$ cat src/rtl/alu_pkg.sv
// Shared definitions for the digit-serial ALU: op codes, FSM states and
// op decode helpers used by the top level and the digit slice.
package alu_pkg;

    localparam logic [3:0] OP_AND = 4'b0000;
    localparam logic [3:0] OP_OR  = 4'b0001;
    localparam logic [3:0] OP_XOR = 4'b0010;
    localparam logic [3:0] OP_ADD = 4'b0011;
    localparam logic [3:0] OP_SUB = 4'b0111;
    localparam logic [3:0] OP_SLT = 4'b1111;

    // Low two op bits select the digit function; bit 2 inverts B.
    localparam logic [1:0] SEL_AND = 2'b00;
    localparam logic [1:0] SEL_OR  = 2'b01;
    localparam logic [1:0] SEL_XOR = 2'b10;
    localparam logic [1:0] SEL_SUM = 2'b11;

    typedef enum logic [1:0] {
        ST_IDLE = 2'd0,
        ST_RUN  = 2'd1,
        ST_DONE = 2'd2
    } state_t;

    function automatic logic is_legal_op(input logic [3:0] op);
        return (op == OP_AND) || (op == OP_OR)  || (op == OP_XOR) ||
               (op == OP_ADD) || (op == OP_SUB) || (op == OP_SLT);
    endfunction

    function automatic logic is_arith_op(input logic [3:0] op);
        return (op == OP_ADD) || (op == OP_SUB) || (op == OP_SLT);
    endfunction

    function automatic logic needs_carry_in(input logic [3:0] op);
        return (op == OP_SUB) || (op == OP_SLT);
    endfunction

endpackage

$ cat src/rtl/alu_digit.sv
// One DIGIT-wide combinational slice: logic ops or ripple add with optional
// B inversion, exporting carry-out and the carry into the slice MSB.
module alu_digit
    import alu_pkg::*;
#(
    parameter int DIGIT = 8
) (
    input  logic [DIGIT-1:0] a_d,
    input  logic [DIGIT-1:0] b_d,
    input  logic [2:0]       op,
    input  logic             cin,
    output logic [DIGIT-1:0] res_d,
    output logic             cout,
    output logic             c_msb
);

    logic [DIGIT-1:0] b_eff;
    logic [DIGIT:0]   sum;

    assign b_eff = op[2] ? ~b_d : b_d;
    assign sum   = {1'b0, a_d} + {1'b0, b_eff} + {{DIGIT{1'b0}}, cin};
    assign cout  = sum[DIGIT];

    // Sum bit = a ^ b ^ carry_in, so the carry into the MSB falls out of the sum.
    assign c_msb = sum[DIGIT-1] ^ a_d[DIGIT-1] ^ b_eff[DIGIT-1];

    always_comb begin
        res_d = '0;
        case (op[1:0])
            SEL_AND: res_d = a_d & b_eff;
            SEL_OR:  res_d = a_d | b_eff;
            SEL_XOR: res_d = a_d ^ b_eff;
            SEL_SUM: res_d = sum[DIGIT-1:0];
            default: res_d = '0;
        endcase
    end

endmodule

$ cat src/rtl/alu_multicycle.sv
// Digit-serial ALU: processes DIGIT bits per clock with the ripple carry held
// in a register, valid/ready on both sides, flags formed on the last digit.
//
// state   | meaning
// --------+------------------------------------------------------------
// IDLE    | waiting for an operation; in_ready high
// RUN     | one digit per cycle, LSB first, NDIG cycles
// DONE    | result/flags valid and held until out_ready
module alu_multicycle
    import alu_pkg::*;
#(
    parameter int WIDTH = 32,
    parameter int DIGIT = 8
) (
    input  logic             clk,
    input  logic             rst,
    input  logic             in_valid,
    output logic             in_ready,
    input  logic [WIDTH-1:0] a,
    input  logic [WIDTH-1:0] b,
    input  logic [3:0]       op,
    output logic             out_valid,
    input  logic             out_ready,
    output logic [WIDTH-1:0] result,
    output logic             zero,
    output logic             carry,
    output logic             overflow,
    output logic             negative,
    output logic             op_err
);

    localparam int NDIG = WIDTH / DIGIT;
    localparam int CW   = (NDIG > 2) ? $clog2(NDIG) : 1;

    state_t state;
    state_t state_nxt;

    logic [WIDTH-1:0] a_sh;
    logic [WIDTH-1:0] b_sh;
    logic [WIDTH-1:0] res_sh;
    logic [3:0]       op_reg;
    logic             carry_reg;
    logic [CW-1:0]    dig_left;

    logic             accept;
    logic             last_dig;

    logic [DIGIT-1:0] d_res;
    logic             d_cout;
    logic             d_c_msb;

    logic [WIDTH-1:0] full_res;
    logic [WIDTH-1:0] fin_res;
    logic             fin_carry;
    logic             fin_ovf;
    logic             fin_err;
    logic             fin_zero;
    logic             fin_neg;
    logic             ovf_raw;
    logic             slt_bit;

    assign accept   = in_valid & in_ready;
    assign last_dig = (dig_left == '0);

    alu_digit #(
        .DIGIT (DIGIT)
    ) u_digit (
        .a_d   (a_sh[DIGIT-1:0]),
        .b_d   (b_sh[DIGIT-1:0]),
        .op    (op_reg[2:0]),
        .cin   (carry_reg),
        .res_d (d_res),
        .cout  (d_cout),
        .c_msb (d_c_msb)
    );

    always_ff @(posedge clk) begin
        if (rst) begin
            state <= ST_IDLE;
        end else begin
            state <= state_nxt;
        end
    end

    always_comb begin
        state_nxt = state;
        case (state)
            ST_IDLE: if (in_valid) state_nxt = ST_RUN;
            ST_RUN:  if (last_dig) state_nxt = ST_DONE;
            ST_DONE: if (out_ready) state_nxt = in_valid ? ST_RUN : ST_IDLE;
            default: state_nxt = ST_IDLE;
        endcase
    end

    always_comb begin
        in_ready  = 1'b0;
        out_valid = 1'b0;
        case (state)
            ST_IDLE: in_ready = 1'b1;
            ST_DONE: begin
                out_valid = 1'b1;
                in_ready  = out_ready;
            end
            default: ;
        endcase
    end

    // Final digit lands on top of the shift register to form the whole word.
    assign full_res = {d_res, res_sh[WIDTH-1:DIGIT]};
    assign ovf_raw  = d_c_msb ^ d_cout;
    assign slt_bit  = d_res[DIGIT-1] ^ ovf_raw;

    always_comb begin
        fin_res   = full_res;
        fin_carry = 1'b0;
        fin_ovf   = 1'b0;
        fin_err   = 1'b0;
        if (!is_legal_op(op_reg)) begin
            fin_res = '0;
            fin_err = 1'b1;
        end else if (is_arith_op(op_reg)) begin
            fin_carry = d_cout;
            fin_ovf   = ovf_raw;
            if (op_reg == OP_SLT) begin
                fin_res = {{(WIDTH-1){1'b0}}, slt_bit};
            end
        end
    end

    // An illegal op reports a zero result but every flag stays low.
    assign fin_zero = ~fin_err & (fin_res == '0);
    assign fin_neg  = ~fin_err & fin_res[WIDTH-1];

    always_ff @(posedge clk) begin
        if (rst) begin
            a_sh      <= '0;
            b_sh      <= '0;
            res_sh    <= '0;
            op_reg    <= '0;
            carry_reg <= 1'b0;
            dig_left  <= '0;
            zero      <= 1'b0;
            carry     <= 1'b0;
            overflow  <= 1'b0;
            negative  <= 1'b0;
            op_err    <= 1'b0;
        end else if (accept) begin
            a_sh      <= a;
            b_sh      <= b;
            op_reg    <= op;
            carry_reg <= needs_carry_in(op);
            dig_left  <= CW'(NDIG - 1);
        end else if (state == ST_RUN) begin
            a_sh      <= a_sh >> DIGIT;
            b_sh      <= b_sh >> DIGIT;
            carry_reg <= d_cout;
            dig_left  <= dig_left - 1'b1;
            if (last_dig) begin
                res_sh   <= fin_res;
                zero     <= fin_zero;
                carry    <= fin_carry;
                overflow <= fin_ovf;
                negative <= fin_neg;
                op_err   <= fin_err;
            end else begin
                res_sh   <= full_res;
            end
        end
    end

    assign result = res_sh;

endmodule

$ cat config.mk
export PLATFORM = sky130hd
export DESIGN_NAME = alu_multicycle
export DESIGN_NICKNAME = d
export VERILOG_FILES = /design/src/rtl/alu_pkg.sv /design/src/rtl/alu_digit.sv /design/src/rtl/alu_multicycle.sv
export SDC_FILE = /design/constraint.sdc
export NUM_CORES = 1
export LEC_CHECK = 0
export CAP_MARGIN = 25
export CORE_AREA = 2 2 149 151
export CTS_CLUSTER_SIZE = 40
export DETAILED_ROUTE_END_ITERATION = 8
export DIE_AREA = 0 0 151 153
export SETUP_SLACK_MARGIN = 0.02
export SYNTH_ARGS = -nofsm -noshare
export SYNTH_HDL_FRONTEND = slang
export SYNTH_SLANG_ARGS = --single-unit
$ cat constraint.sdc
create_clock -name clk -period 3.25 [get_ports clk]
set_input_delay 0.65 -clock clk [delete_from_list [all_inputs] [get_ports clk]]
set_output_delay 0.65 -clock clk [all_outputs]
set_load 0.02 [all_outputs]
==> results of run 1 <==
## final cells by class
class,instances,area share (%)
clock buffers,9,3.24
clock inverters,7,1.26
inverters,29,1.56
multi-input cells,476,39.9
flip-flops and latches,110,31.6
well taps,280,5.04
repair buffers,123,17.4
## critical path, stage by stage, from the launching register on
cell and delay, ns:
dfxtp_1 0.35, xor2_1 0.20, inv_1 0.10, fa_1 0.39, inv_1 0.09, fa_1 0.40
mux4_2 0.49, nor3_1 0.12, nor4bb_1 0.30, a31oi_1 0.12, a211oi_1 0.18
## per-layer routing
metal	share of wire [%]	GRT usage, %
met5	0	0
met4	1.4	3.43
met3	6.8	4.90
met2	46	21.1
met1	46	16.9
## Yosys cell counts (all sizes together) (3+ instances only)
library cell,instances
nand2,150
dfxtp,110
a21oi,96
clkbuf,42
a22oi,40
nor2,33
inv,29
nand3,22
ha,17
a311oi,16
o21ai,9
xor2,9
buf,8
nor4,6
a211oi,5
a31oi,5
nor3,5
or3,5
a21o,4
nand4,4
nor2b,4
and4,3
mux4,3
nand2b,3
nand3b,3
o2111ai,3
o21a,3
xnor2,3
## through the flow
stage	util (%)	area, um2	setup WS, ns
after floorplan	-	5260	0.303
after global placement	30.9	6650	0.507
after detailed placement	30.9	6650	0.435
after CTS	32.4	6960	0.404
after global routing	32.4	6960	0.174
final	32.4	6960	0.431
## kinds of logic after synthesis
kind of cell,after synthesis
muxes,6
buffers and inverters,79
and+or+nand+nor,247
DFF,110
xor gates and xnor gates,12
adders and majority gates,19
AOI/OAI and AO/OA,192
## power breakdown
part | internal [mW] | leakage (nW) | switching (mW)
clock | 0.615 | 0.151 | 0.557
combinational | 0.328 | 1.43 | 0.436
sequential | 1.43 | 0.899 | 0.0705
## how the worst max path moves through the flow
| stage | endpoint | slack (ns) | cells past startpoint |
|---|---|---|---|
| floorplan | zero | 0.30 | 11 |
| global placement | result[0] | 0.51 | 10 |
| detailed placement | zero | 0.43 | 10 |
| CTS | zero | 0.40 | 10 |
| global route | zero | 0.17 | 10 |
| finish | zero | 0.43 | 10 |
==> results_dict.tcl, run 1 <==
set metrics [dict create \
    status "finished clean" \
    regToRegEndpoint "zero" \
    synthArstFlopShare_pct 0 \
    drt-wirelength-per-cell_um 14.6 \
    dr.pass1.iters 4 \
    clock_skew_ns 0.0141 \
    min_period_over_period_pct 86.8 \
    startpoint "op_reg[2]" \
    clkTransAtPathRegs_ns 0.07 \
    synth.avg_cell_area_um2 7.91 \
    layout_commonest_cell "nand2_1" \
    yosysTopAreaCellShare_pct 41.9 \
    fillers 2343 \
    synth_largest_area_cell "dfxtp_1" \
    final_cells 1034 \
    cts_sinks 110 \
    period_minus_slack_ns 2.82 \
    vias 4885 \
    synth-compound-area-share_pct 23.1 \
    drc 0 \
    synth_cells 665 \
    grt_pass1_wl_mm 24.2 \
    post_cts_buffers 0 \
    antenna_left 0 \
    avgViaCountPerCell 4.72 \
    slew_violations 0 \
    nets 840 \
    relSlewSlack_pct 54.0 \
    peakVddDrop_mv 0.239 \
    antenna_found_initial 0 \
    layout-drive-gt1-share_pct 6.23 \
    yosysSeqAreaShare_pct 41.9 \
    synth.area.top_cells "dfxtp_1 42%, nand2_1 11%, a21oi_1 9.1%" \
    ctsHoldBuffers 0 \
    pwr_density_cell_nw_per_um2 494 \
    place.gp.congestion 0.825 \
    r2r_slack_ns 0.43 \
    start_util_pct 24.5 \
    power.total_mw 3.44 \
    cts-root-to-sink-buffers 2 \
    cts_made_buffers 9 \
    cp.required_ns 3.52 \
    yosysUniqueCellTypes 53 \
    place_inst 1018 \
    final_cell_mix "149 x nand2_1, 110 x dfxtp_1, 109 x clkdlybuf4s50_1" \
    synth_area_um2 5260 \
    synth-edff-count 0 \
    cts.htree.levels 3 \
    start_kind "register" \
    worstReg2RegStart "op_reg[2]" \
    hold_class "register to register" \
    grt_max_degree 62 \
    yosys.area_share.simple_pct 20.5 \
    tritoncts "yes" \
    min_to "result[2]" \
    max_freq_mhz 355 \
    tightest_slew_ns 0.689 \
    die-area_um2 23100 \
    syn_to_final_growth_pct 32.3 \
    critical_path_peak_fanout 2 \
    end_kind "register" \
    synthAdderAreaFrac_pct 4.80 \
    leakagePower_nw 2.48 \
    core_area_um2 21500 \
    clk_latency_ns 0.37 \
    dieHeight_um 153 \
    hold_viol 0 \
    whs_ns 0.452 \
    synth-xor-area-share_pct 2.14 \
    finalSetupViolations 0 \
    ys_warn_count 0 \
    synth_flop_cell "dfxtp_1" \
    min-delay-start "result[2]" \
    fp.dieW_um 151 \
    reg2regPathDepth 10 \
    grt_pass1_vias 4600 \
    seq_area_um2 2200 \
    ys_seq_elements 110 \
    rsz0062_at_grt "no" \
    fin_setup_tns_ns 0 \
    syn_nets 756 \
    multiInputGateArea_um2 2780 \
    drt_iter0_markers 319 \
    gr-usage-all-layers_pct 13.2 \
    numPortBuffers 110 \
    cts_root_buffer "clkbuf_16" \
    cp.arrival_ns 3.09 \
    wl_mm 15.1 \
    rows 54 \
    synth_top_family_by_area "compound AO/OA/AOI/OAI gates" \
    dp_hpwl_mm 10.7 \
    holdPathStages 2 \
    grt_overflow 0 \
    io_pins 111 \
    cts-resized-gates 0 \
    path_class "register to register" \
    antenna_cells 0 \
    synthMuxAreaShare_pct 1.88 \
    drv_cap 0 \
]
Power figures use the tool's default switching activity.
==> run 2: changes to the inputs <==
--- a/config.mk
+++ b/config.mk
@@ -10,6 +10,8 @@
 export CTS_CLUSTER_SIZE = 40
 export DETAILED_ROUTE_END_ITERATION = 8
 export DIE_AREA = 0 0 151 153
+export PLACE_DENSITY = 0.5
+export RECOVER_POWER = 50
 export SETUP_SLACK_MARGIN = 0.02
 export SYNTH_ARGS = -nofsm -noshare
 export SYNTH_HDL_FRONTEND = slang
==> run 2 against run 1 <==
Effect of this change: routed wire length rose by 1.9%; critical path type is now primary input to register; global-route usage rose by 0.19 points; flip-flop and latch count stayed put; clock-buffer cell count increased by 1; cell area is 0.14% lower; critical path depth fell by 6; sequential share of layout area barely moved; largest cell class unchanged.
==> results_dict.tcl, run 2 (same netlist as run 1, synthesis figures left out) <==
set metrics [dict create \
    path_class "primary input to register" \
    slew_violations 0 \
    nets 843 \
    clkTransAtPathRegs_ns 0.08 \
    clk_latency_ns 0.36 \
    pwr_density_cell_nw_per_um2 488 \
    post_cts_buffers 0 \
    rsz0062_at_grt "no" \
    dieHeight_um 153 \
    hold_viol 0 \
    dp_hpwl_mm 11.1 \
    min-delay-start "result[5]" \
    grt_overflow 0 \
    cp.arrival_ns 3.07 \
    antenna_left 0 \
    wl_mm 15.4 \
    end_kind "register" \
    holdPathStages 2 \
    syn_to_final_growth_pct 32.1 \
    start_util_pct 24.5 \
    fp.dieW_um 151 \
    vias 4830 \
    antenna_found_initial 0 \
    place.gp.congestion 0.796 \
    cts-root-to-sink-buffers 2 \
    drt_iter0_markers 320 \
    relSlewSlack_pct 3.52 \
    numPortBuffers 110 \
    cts_sinks 110 \
    critPathSlowestCell "clkbuf_2" \
    ctsHoldBuffers 0 \
    fin_setup_tns_ns 0 \
    cts.htree.levels 3 \
    critPathBufInv 3 \
    hold_class "register to register" \
    gr-usage-all-layers_pct 13.4 \
    place_ws_ns 0.453 \
    grt_pass1_wl_mm 24.6 \
    dr.pass1.iters 4 \
    peakVddDrop_mv 0.249 \
    core_area_um2 21500 \
    drv_cap 0 \
    whs_ns 0.448 \
    grt_pass1_vias 4574 \
    fillers 2372 \
    status "finished clean" \
    finalSetupViolations 0 \
    cts-resized-gates 0 \
    path_cells "clkbuf_1 -> clkbuf_2 -> clkbuf_2 -> o21ba_1" \
    critical_path_peak_fanout 67 \
    cpMostUsedCell "clkbuf_2" \
    io_pins 111 \
    placed_area_um2 6670 \
    leakagePower_nw 2.61 \
    startpoint "rst" \
    layout_setup_ws_ns 0.426 \
    period_minus_slack_ns 2.82 \
    final_cell_mix "149 x nand2_1, 110 x dfxtp_1, 95 x a21oi_1" \
    cts_made_buffers 9 \
    grt_max_degree 68 \
    clock_skew_ns 0.0149 \
    die-area_um2 23100 \
    min_period_over_period_pct 86.9 \
    cpLargestDelayFamily "buffers and inverters" \
    tritoncts "yes" \
    max_stage_delay_ns 1.20 \
    layout-drive-gt1-share_pct 6.08 \
    tightest_slew_ns 1.45 \
    avgViaCountPerCell 4.66 \
    reg2regPathDepth 10 \
    cp.required_ns 3.50 \
    rows 54 \
    layout_commonest_cell "nand2_1" \
    cp.depth 4 \
    drc 0 \
    design_area_um2 6950 \
    drt-wirelength-per-cell_um 14.9 \
    power.total_mw 3.39 \
    cts_root_buffer "clkbuf_16" \
    max_freq_mhz 354 \
    start_kind "primary input" \
    worstReg2RegStart "b_sh[0]" \
    antenna_cells 0 \
]
-- run 2: worst paths after layout --
path / endpoint / slack (ns)
setup reg to reg: zero / 0.43
setup / recovery: overflow / 0.43
hold reg to reg: result[5] / 0.45
hold / removal: result[5] / 0.45
-- run 2: worst register-to-register path: stages, from the launching register on --
cell	delay [ns]
dfxtp_1	0.35
xor2_1	0.19
inv_1	0.10
fa_1	0.39
inv_1	0.09
fa_1	0.41
mux4_2	0.49
nor3_1	0.13
nor4bb_1	0.30
a31oi_1	0.12
a211oi_1	0.17
-- run 2: through the flow --
step,std cells,util (%)
floorplan,665,-
global placement,1021,31.0
detailed placement,1021,31.0
CTS,1037,32.4
global route,1037,32.3
finish,1037,32.3
-- run 2: where the power goes --
group | internal (mW) | leakage (nW) | switching [mW] | total (mW)
combinational | 0.327 | 1.56 | 0.439 | 0.767
clock | 0.562 | 0.148 | 0.553 | 1.12
sequential | 1.43 | 0.899 | 0.0724 | 1.51
-- run 2: metal layers --
layer  wire [um]  track usage [%]
met1        7110             17.4
met4         176             3.16
met5           0                0
met2        7210             21.8
met3         909             4.15
-- run 2: final cells by class --
type	count	area, um2	share of cell area (%)
Clock inverter	6	62.6	0.900
Inverter	29	109	1.57
Timing Repair Buffer	126	1210	17.5
Tap cell	280	350	5.04
Multi-Input combinational cell	476	2770	39.9
Sequential cell	110	2200	31.7
Clock buffer	10	239	3.44
